$ cat config.mk
export PLATFORM = sky130hd
export DESIGN_NAME = instr_fetch
export DESIGN_NICKNAME = d
export VERILOG_FILES = /design/src/rtl/instr_fetch_pkg.sv /design/src/rtl/fetch_skid_buf.sv /design/src/rtl/instr_fetch.sv
export SDC_FILE = /design/constraint.sdc
export NUM_CORES = 1
export LEC_CHECK = 0
export BUFFER_PORTS_ARGS = -buffer_cell sky130_fd_sc_hd__buf_2
export CORE_ASPECT_RATIO = 1.5
export CORE_UTILIZATION = 49
export DETAILED_ROUTE_END_ITERATION = 10
export PLACE_DENSITY = 0.75
export SLEW_MARGIN = 5
export SYNTH_ARGS = -nofsm -noshare
export SYNTH_HDL_FRONTEND = slang
export SYNTH_SLANG_ARGS = --single-unit
$ cat constraint.sdc
create_clock -name clk -period 1.44 [get_ports clk]
set_clock_uncertainty 0.15 [all_clocks]
set_input_delay 0.36 -clock clk [delete_from_list [all_inputs] [get_ports clk]]
set_output_delay 0.36 -clock clk [all_outputs]
set_load 0.03 [all_outputs]
$ cat src/rtl/instr_fetch_pkg.sv
// Shared fetch-stage types and constants: instruction width, bubble word, fetch FSM encoding.
package instr_fetch_pkg;

    localparam int unsigned INSTR_W = 16;
    localparam logic [INSTR_W-1:0] NOP_WORD = 16'h0000;

    // Encoding is {skid_v, req_v}; 2'b11 is unreachable by construction.
    typedef enum logic [1:0] {
        FETCH_IDLE = 2'b00,
        FETCH_REQ  = 2'b01,
        FETCH_HELD = 2'b10
    } fetch_state_e;

    typedef enum logic [3:0] {
        OP_NOP = 4'h0
    } opcode_e;

endpackage

$ cat src/rtl/fetch_skid_buf.sv
// One-entry instruction+pc holding buffer; occupancy is tracked by the fetch FSM.
module fetch_skid_buf
    import instr_fetch_pkg::*;
#(
    parameter int unsigned PC_W = 12
) (
    input  logic               clk,
    input  logic               rst_n,
    input  logic               load,
    input  logic [INSTR_W-1:0] load_instr,
    input  logic [PC_W-1:0]    load_pc,
    output logic [INSTR_W-1:0] skid_instr,
    output logic [PC_W-1:0]    skid_pc
);

    always_ff @(posedge clk or negedge rst_n) begin
        if (!rst_n) begin
            skid_instr <= NOP_WORD;
            skid_pc    <= '0;
        end else if (load) begin
            skid_instr <= load_instr;
            skid_pc    <= load_pc;
        end
    end

endmodule

$ cat src/rtl/instr_fetch.sv
// Fetch stage: PC register, one outstanding synchronous imem read, IF/ID register with
// stall hold, redirect flush and a one-entry skid buffer so no word is lost across stalls.
module instr_fetch
    import instr_fetch_pkg::*;
#(
    parameter int unsigned       PC_W      = 12,
    parameter logic [PC_W-1:0]   RESET_PC  = '0,
    parameter logic [INSTR_W-1:0] NOP_INSTR = NOP_WORD
) (
    input  logic               clk,
    input  logic               rst_n,
    output logic [PC_W-1:0]    imem_addr,
    input  logic [INSTR_W-1:0] imem_rdata,
    input  logic               stall,
    input  logic               redirect,
    input  logic [PC_W-1:0]    redirect_pc,
    output logic [INSTR_W-1:0] instruction,
    output logic [PC_W-1:0]    instr_pc,
    output logic               instr_valid
);

    fetch_state_e       state_q, state_d;
    logic [PC_W-1:0]    fpc_q, fpc_d;
    logic [PC_W-1:0]    req_pc_q, req_pc_d;
    logic [INSTR_W-1:0] instr_d;
    logic [PC_W-1:0]    pc_d;
    logic               valid_d;
    logic               skid_load;
    logic [INSTR_W-1:0] skid_instr;
    logic [PC_W-1:0]    skid_pc;
    logic               req_v;
    logic               skid_v;

    assign req_v     = (state_q == FETCH_REQ);
    assign skid_v    = (state_q == FETCH_HELD);
    assign imem_addr = fpc_q;

    fetch_skid_buf #(
        .PC_W (PC_W)
    ) u_skid (
        .clk        (clk),
        .rst_n      (rst_n),
        .load       (skid_load),
        .load_instr (imem_rdata),
        .load_pc    (req_pc_q),
        .skid_instr (skid_instr),
        .skid_pc    (skid_pc)
    );

    // State, PC and IF/ID registers.
    always_ff @(posedge clk or negedge rst_n) begin
        if (!rst_n) begin
            state_q     <= FETCH_IDLE;
            fpc_q       <= RESET_PC;
            req_pc_q    <= '0;
            instruction <= NOP_INSTR;
            instr_pc    <= '0;
            instr_valid <= 1'b0;
        end else begin
            state_q     <= state_d;
            fpc_q       <= fpc_d;
            req_pc_q    <= req_pc_d;
            instruction <= instr_d;
            instr_pc    <= pc_d;
            instr_valid <= valid_d;
        end
    end

    // Next state: redirect beats stall beats advance.
    always_comb begin
        state_d   = state_q;
        fpc_d     = fpc_q;
        req_pc_d  = req_pc_q;
        instr_d   = instruction;
        pc_d      = instr_pc;
        valid_d   = instr_valid;
        skid_load = 1'b0;

        if (redirect) begin
            instr_d = NOP_INSTR;
            pc_d    = '0;
            valid_d = 1'b0;
            fpc_d   = redirect_pc;
            state_d = FETCH_IDLE;
        end else if (stall) begin
            // The word returning this cycle is parked so release needs no refetch.
            skid_load = req_v;
            state_d   = (req_v || skid_v) ? FETCH_HELD : FETCH_IDLE;
        end else begin
            if (skid_v) begin
                instr_d = skid_instr;
                pc_d    = skid_pc;
                valid_d = 1'b1;
            end else if (req_v) begin
                instr_d = imem_rdata;
                pc_d    = req_pc_q;
                valid_d = 1'b1;
            end else begin
                instr_d = NOP_INSTR;
                pc_d    = req_pc_q;
                valid_d = 1'b0;
            end
            req_pc_d = fpc_q;
            fpc_d    = fpc_q + PC_W'(1);
            state_d  = FETCH_REQ;
        end
    end

endmodule
Word level (Yosys, flattened, before mapping)

Cells that the tools add are included.

Register bits after elaboration: 83
Input bits: 32
Output and inout bits: 41
Logic and storage cells: 34

Add/sub/neg operators: 1
Equal/unequal tests: 3
Muxes and demuxes: 18
Bitwise logic cells: 2
Reductions and logical operators: 2

Operators by type and width:

| operator                                             | number |
|---|---|
| 2-to-1 mux 16 bit                                    | 4 |
| 2-to-1 mux 12 bit                                    | 5 |
| adder 12 x 1 -> 12 bit (second input constant)       | 1 |
| 2-to-1 mux 1 bit                                     | 6 |
| 2-to-1 mux 2 bit                                     | 3 |
| equality test 2 x 1 -> 1 bit (second input constant) | 1 |
| equality test 2 bit (second input constant)          | 1 |
| != test 2 x 1 -> 1 bit (second input constant)       | 1 |
| inverter 1 bit                                       | 2 |
| AND reduction 2 bit                                  | 1 |
| logical OR 1 bit                                     | 1 |

Depth between registers and ports, before layout

Gate-level depths: netlist of run 1.

Word-level depth: 5
Mapped depth: 6
Mapped depth without buffers: 5

Modules after synthesis

A second synthesis of run 1 with hierarchy kept.

Cell total of the unflattened synthesis: 315
Area, all modules: 3783.6 µm²

By module, submodules not included:

| module         | times used | cells each | area an instance (µm²) | seq. area each (µm²) |
|---|---|---|---|---|
| instr_fetch    | 1          | 256        | 2641.3                 | 1376.3 |
| fetch_skid_buf | 1          | 59         | 1142.3                 | 700.7 |

Worst setup path before layout of run 1

No wires, ideal clock.

Kind: register to register
Start point: reg fpc_q[0], in the netlist imem_addr[0]
End point: reg fpc_q[10], in the netlist imem_addr[10]
Setup time: 0.124 ns
Data arrival time: 1.562 ns
Required time: 1.166 ns
Path slack: -0.396 ns
Cell stages (with the launch flop): 5
Path buffers: 0
Clock period less this slack: 1.836 ns
Cells stage by stage: dfrtp_1 -> ha_1 -> nand2_1 -> o311a_2 -> a211o_1

Word-level cells in the longest chain between the ends: 3

Ends and longest elaborated chain:

| item                     | line               | text |
|---|---|---|
| start: declaration       | instr_fetch.sv:23  | `logic [PC_W-1:0] fpc_q, fpc_d;` |
| start signal: assignment | instr_fetch.sv:61  | `fpc_q <= fpc_d;` |
| adder 12 x 1 -> 12 bit   | instr_fetch.sv:104 | `fpc_d = fpc_q + PC_W'(1);` |
| 2-to-1 mux 12 bit        | instr_fetch.sv:85  | `end else if (stall) begin` |
| 2-to-1 mux 12 bit        | instr_fetch.sv:79  | `if (redirect) begin` |

No other way between the ends. The select of a mux whose other input is x is not followed.
A chain may end at the register's enable or synchronous reset.

Worst setup path in the final report of run 1

Start point: reg state_q[0]
End point: reg instr_pc[2]

Word-level cells in the longest chain between the ends: 4

Ends and longest elaborated chain:

| item                     | line              | text |
|---|---|---|
| start: declaration       | instr_fetch.sv:22 | `fetch_state_e state_q, state_d;` |
| start signal: assignment | instr_fetch.sv:60 | `state_q <= state_d;` |
| equality test 2 bit      | instr_fetch.sv:35 | `assign skid_v = (state_q == FETCH_HELD);` |
| 2-to-1 mux 12 bit        | instr_fetch.sv:90 | `if (skid_v) begin` |
| 2-to-1 mux 12 bit        | instr_fetch.sv:85 |  |
| 2-to-1 mux 12 bit        | instr_fetch.sv:79 |  |
| end signal: assignment   | instr_fetch.sv:64 | `instr_pc <= pc_d;` |
| end: declaration         | instr_fetch.sv:18 | `output logic [PC_W-1:0] instr_pc,` |

No other way between the ends. The select of a mux whose other input is x is not followed.

==> impl_metrics.yaml, run 1 <==
timing:
  finalHoldViolCount: 0
  setup_slack_ps: -196
  rsz0062_at_grt: "yes"
  fin_hold_ws_ps: 61.5
  finalSetupViolCount: 73
  period_minus_slack_ps: 1640
  drv_slew: 0
  fmax_mhz: 611
  relSlewSlack: 0.705
  tightest_slew_ps: 442
  fin_crit_sh: 1.14
route:
  vias: 3001
  routed_wl_um: 9390
  drcViolationCount: 0
  ant_nets: 0
  dr.pass1.iters: 4
  vias_per_cell: 5.43
  wire_per_inst_um: 17.0
  dr.first_iter.drc_count: 199
global_routing:
  top_usage_layer: "met2"
  grt_pass1_wl_um: 14700
  grt_use_met3: 0.0326
  grt_util_all_layers: 0.251
  grt_max_degree: 84
  antenna_found_initial: 0
  grt_use_met1: 0.296
  grt.overflow.total: 0
  grt_pass1_vias: 3035
  met2_usage: 0.444
synthesis:
  yosys-top-cells-area: "dfrtp_1, mux2_2, nand2_1, a221oi_1, nor3_1"
  synth_cells: 313
  synth_area_mm2: 0.00368
  synth_largest_area_cell: "dfrtp_1"
  yosys.area.top_type_share: 0.565
  avgSynthCellArea_um2: 11.8
  ys_warn_count: 0
  synth_nets: 348
  seq_area_frac_synth: 0.565
  synth_seq_cells: 83
  synth_cell_types: 37
final_layout:
  layout.cells.non_filler: 553
  nets: 483
  final_cell_mix: "dfrtp_1, buf_4, buf_6"
  layout-drive-gt1-share: 0.556
  area_delta_synth_final_pct: 48.3
  final_common_cell: "dfrtp_1"
  n_antenna_cell: 0
hold_path:
  min-delay-start: "redirect_pc[5]"
  hold_class: "in -> reg"
  min_to: "imem_addr[5]"
  holdPathStages: 3
run_status:
  violations: "negative setup slack"
  status: "complete, but fails checks"
setup_path:
  ff2ff_setup_slack_ps: -200
  reg2reg_to: "instr_pc[2]"
  critPathLaunchType: "register"
  crit_arrival_ps: 1720
  regToRegStartpoint: "state_q[0]"
  path_max_fanout: 7
  critPathRequiredTime_ps: 1520
  crit_type: "reg -> reg"
  r2r_cells: 6
  cp-end-kind: "register"
place:
  gp_congestion: 0.764
  io_buffers: 72
  dp_cells: 499
  hpwl_um: 5810
floorplanning:
  die_height_um: 108
  dieArea_mm2: 0.00786
  start_util: 0.509
  core_area_mm2: 0.00723
  std_cell_rows: 38
  die_w_um: 72.7
  io_pins: 73
job:
  cap_violations: 0
clock_network:
  clock_path_buffers: 2
  cts_root_buffer: "clkbuf_8"
  cts_tree: "done"
  path_clk_slew_ps: 80
  numCtsBuffers: 9
  cts.htree.levels: 3
  clock_sinks: 83
  insertion_delay_ps: 360
power:
  ir_worst_vdd_mv: 0.776
  power_density_mw_per_mm2: 1160
  leakage_uw: 0.00257
## state kept, by name (all words and copies together) (netlist names)
signal and count:
imem_addr 12, instr_pc 12, req_pc_q 12, instr_valid 1
u_skid.skid_instr 16, state_q 2, instruction 16, u_skid.skid_pc 12
## worst max path at each step
| stage | start | end | slack (ps) | depth (start not counted) |
|---|---|---|---|---|
| global placement | state_q[1] | instruction[1] | -430 | 5 |
| finish | state_q[0] | instr_pc[2] | -200 | 6 |
| global route | state_q[0] | instr_pc[2] | -240 | 6 |
| CTS | state_q[1] | u_skid.skid_instr[13] | -140 | 6 |
| detailed placement | state_q[1] | instruction[3] | -510 | 5 |
| floorplan | imem_addr[5] | imem_addr[10] | -130 | 3 |
## stage by stage
stage                     TNS [ps]  setup slack, ps  utilization  power, uW  instance area [um2]
after CTS                    -8260             -145        0.726       6250                 5250
after floorplan              -1440             -128            -       3880                 3910
after detailed placement    -17740             -508        0.631       4350                 4560
after global routing        -12380             -243        0.755       6600                 5450
final                        -8620             -196        0.755       6330                 5450
after global placement      -15090             -428        0.631       4280                 4560
## per-layer routing
layer | wire [um] | vias to the layer above
met4 | 178 | 0
met1 | 3840 | 1522
met5 | 0 | -
met2 | 5140 | 70
met3 | 235 | 12
li1 | - | 1397
## cells by family after synthesis
logic type                 after synthesis  synth area share
and+or+nand+nor                         97             0.127
muxes                                   53             0.162
adders and majority gates                3            0.0102
DFF                                     83             0.565
xor gates and xnor gates                 4           0.00953
buffers and inverters                   25            0.0303
AOI/OAI and AO/OA                       48            0.0963
## power by group
group	leakage [uW]	switching, uW	internal (uW)	total [uW]
logic	0.00144	758	911	1670
clock network	0.0000947	798	850	1650
registers	0.00103	276	2730	3010
total	0.00257	1830	4490	6330
## timing repair
action,in CTS,in global routing
gates resized for setup,85,32
setup buffers,28,9
hold buffers,1,0
cloned,0,1
endpoints found under the hold margin,83,0
pin swaps,5,9
setup endpoints to repair,93,93
## worst max-delay path: stages (launching register included)
cell	delay, ps
dfrtp_1	390
inv_1	60
ha_2	270
buf_12	160
mux2_4	290
nand2_1	100
a21oi_1	90
## Yosys cell counts
cell and instances:
dfrtp_1 83, mux2_2 51, nand2_1 38, nor2_1 21, nor3_1 19, a221oi_1 15, a21oi_1 13, clkbuf_1 12
buf_2 8, o211ai_1 5, o21ai_0 5, nor2b_1 4, ha_1 3, inv_1 3, nand4_1 3, xor2_1 3
a211o_1 2, a221o_1 2, nand3_1 2, nand4b_1 2, o311a_2 2, or4_1 2, a22o_1 1, a31oi_1 1
and2_1 1, buf_6 1, inv_2 1, mux2_1 1, mux2i_1 1, nand3_4 1, nand4b_2 1, nand4bb_1 1
nor4b_1 1, o211a_1 1, o311a_1 1, or2_1 1, xnor2_1 1
## area by class of cell
type / instances / area, um2
clock buffer: 14 / 153
clock inverter: 2 / 35.0
fill: 482 / 1770
inverter: 4 / 17.5
multi-input combinational: 205 / 1760
sequential: 83 / 2090
tap: 100 / 125
timing repair buffer: 145 / 1270
No activity file was read; power rests on OpenSTA's default activity.
==> run 2, diff against run 1 <==
--- a/config.mk
+++ b/config.mk
@@ -7,9 +7,8 @@
 export LEC_CHECK = 0
 export BUFFER_PORTS_ARGS = -buffer_cell sky130_fd_sc_hd__buf_2
 export CORE_ASPECT_RATIO = 1.5
-export CORE_UTILIZATION = 49
+export CORE_UTILIZATION = 40
 export DETAILED_ROUTE_END_ITERATION = 10
-export PLACE_DENSITY = 0.75
 export SLEW_MARGIN = 5
 export SYNTH_ARGS = -nofsm -noshare
 export SYNTH_HDL_FRONTEND = slang
==> run 2 against run 1 <==
Effect of this change: maximum frequency is 1.3% lower; the run still ends with negative setup slack left; setup slack got worse by 22 ps; via count is essentially flat; sequential power barely moved; global-route usage shrank 4.2 points; clock power rose by 36%; cell count rose by 1.3%; worst hold slack improved by 19 ps; die area is 22% higher; largest power group unchanged; wire length up 2.7%.
==> impl_metrics.yaml, run 2 (synthesis gave the netlist of run 1 again) <==
run_status:
  status: "complete, but fails checks"
  violations: "negative setup slack"
floorplanning:
  start_util: 0.414
  die_height_um: 119
  io_pins: 73
  dieArea_mm2: 0.00959
  die_w_um: 80.3
  std_cell_rows: 42
  core_area_mm2: 0.00888
place:
  gp_congestion: 0.740
  io_buffers: 72
  placed_cell_area_mm2: 0.00462
  hpwl_um: 6140
clock_network:
  numCtsBuffers: 9
  cts.htree.levels: 3
  path_clk_slew_ps: 60
  clock_sinks: 83
  cts_tree: "done"
  clock_path_buffers: 2
  insertion_delay_ps: 340
  cts_root_buffer: "clkbuf_16"
global_routing:
  grt_pass1_wl_um: 15000
  grt.overflow.total: 0
  grt_util_all_layers: 0.209
  grt_pass1_vias: 3036
  grt_max_degree: 33
  antenna_found_initial: 0
final_layout:
  area_delta_synth_final_pct: 53.7
  nets: 480
  final_cell_mix: "dfrtp_1, buf_2, buf_4"
  layout-drive-gt1-share: 0.618
  multi_input_area_mm2: 0.00187
  regArea_mm2: 0.00209
  final_common_cell: "dfrtp_1"
  final_cell_area_mm2: 0.00565
  n_antenna_cell: 0
  num-fill-cells: 703
  utilization: 0.637
  largestRegisters: "instruction: 16 flops, u_skid.skid_instr: 16 flops"
route:
  routed_wl_um: 9640
  dr.pass1.iters: 4
  dr.first_iter.drc_count: 90
  vias_per_cell: 5.36
  wire_per_inst_um: 17.2
  drcViolationCount: 0
  ant_nets: 0
  vias: 3004
hold_path:
  hold_class: "in -> reg"
timing:
  finalSetupViolCount: 72
  tightest_slew_ps: 322
  finalHoldViolCount: 0
  setup_slack_ps: -218
  fin_crit_sh: 1.15
  fmax_mhz: 603
  relSlewSlack: 0.785
  rsz0062_at_grt: "yes"
  period_minus_slack_ps: 1660
  drv_slew: 0
job:
  cap_violations: 0
setup_path:
  cp-end-kind: "register"
  crit_arrival_ps: 1730
  critPathLaunchType: "register"
  critPathRequiredTime_ps: 1510
  path_max_fanout: 8
  crit_type: "reg -> reg"
  ff2ff_setup_slack_ps: -220
power:
  power_density_mw_per_mm2: 1230
  ir_worst_vdd_mv: 0.776
  leakage_uw: 0.00263
-- run 2: cell types whose count changed in the layout (fill, tap and decap cells not counted), moves of 11 or more --
cell and change:
nand2_2 +11, clkbuf_16 +12, buf_6 -17, buf_2 +23
nand2_1 -12, buf_4 -17
-- run 2: worst paths after layout --
path | end | from | depth (start not counted)
worst max-delay path | u_skid.skid_pc[11] | state_q[1] | 6
worst min-delay path | imem_addr[2] | redirect_pc[2] | 3
worst max register to register | u_skid.skid_pc[11] | state_q[1] | 6
worst min register to register | u_skid.skid_pc[10] | u_skid.skid_pc[10] | 1
max in group asynchronous | instr_pc[8] | rst_n | 3
min in group asynchronous | instruction[5] | rst_n | 2
-- run 2: what timing repair did --
item / CTS / global route
resized for setup: 61 / 49
endpoints found under the hold margin: 12 / 0
hold buffers: 1 / 0
endpoints found under the setup margin: 74 / 78
pin swaps: 6 / 15
cloned: 0 / 4
buffers inserted: 18 / 8
-- run 2: cell type report --
| type | count | area share |
|---|---|---|
| clock buffers | 11 | 0.0429 |
| flip-flops and latches | 83 | 0.370 |
| inverters | 4 | 0.00310 |
| well taps | 110 | 0.0243 |
| repair buffers | 142 | 0.219 |
| clock inverters | 5 | 0.00929 |
| multi-input cells | 205 | 0.331 |
-- run 2: where the power goes --
part	internal, uW	switching [uW]	leakage, uW
clock network	1380	871	0.000145
logic	898	772	0.00146
registers	2740	302	0.00103
-- run 2: per-layer routing --
layer,track usage,vias up,share of wire
met5,0,-,0
met4,0.106,0,0.021
met3,0.0322,12,0.029
met2,0.358,64,0.54
met1,0.251,1525,0.41
li1,-,1403,-
-- run 2: worst max-delay path, cell delays in order, from the launching register on --
cell and delay, ps:
dfrtp_1 390, inv_1 70, ha_2 190, buf_6 120, nand3_4 100, clkbuf_16 180, mux2_2 340
-- run 2: per-stage QoR --
step | hold slack, ps | setup TNS (ps) | instances | total power (uW) | setup WS (ps)
global placement | 90.6 | -13060 | 513 | 4330 | -453
finish | 80.6 | -8630 | 560 | 6960 | -218
global route | 83.1 | -11630 | 560 | 7280 | -237
CTS | 77.9 | -7170 | 548 | 6850 | -170
detailed placement | 93.3 | -15250 | 513 | 4380 | -559
floorplan | -85.6 | -1440 | 313 | 3880 | -128
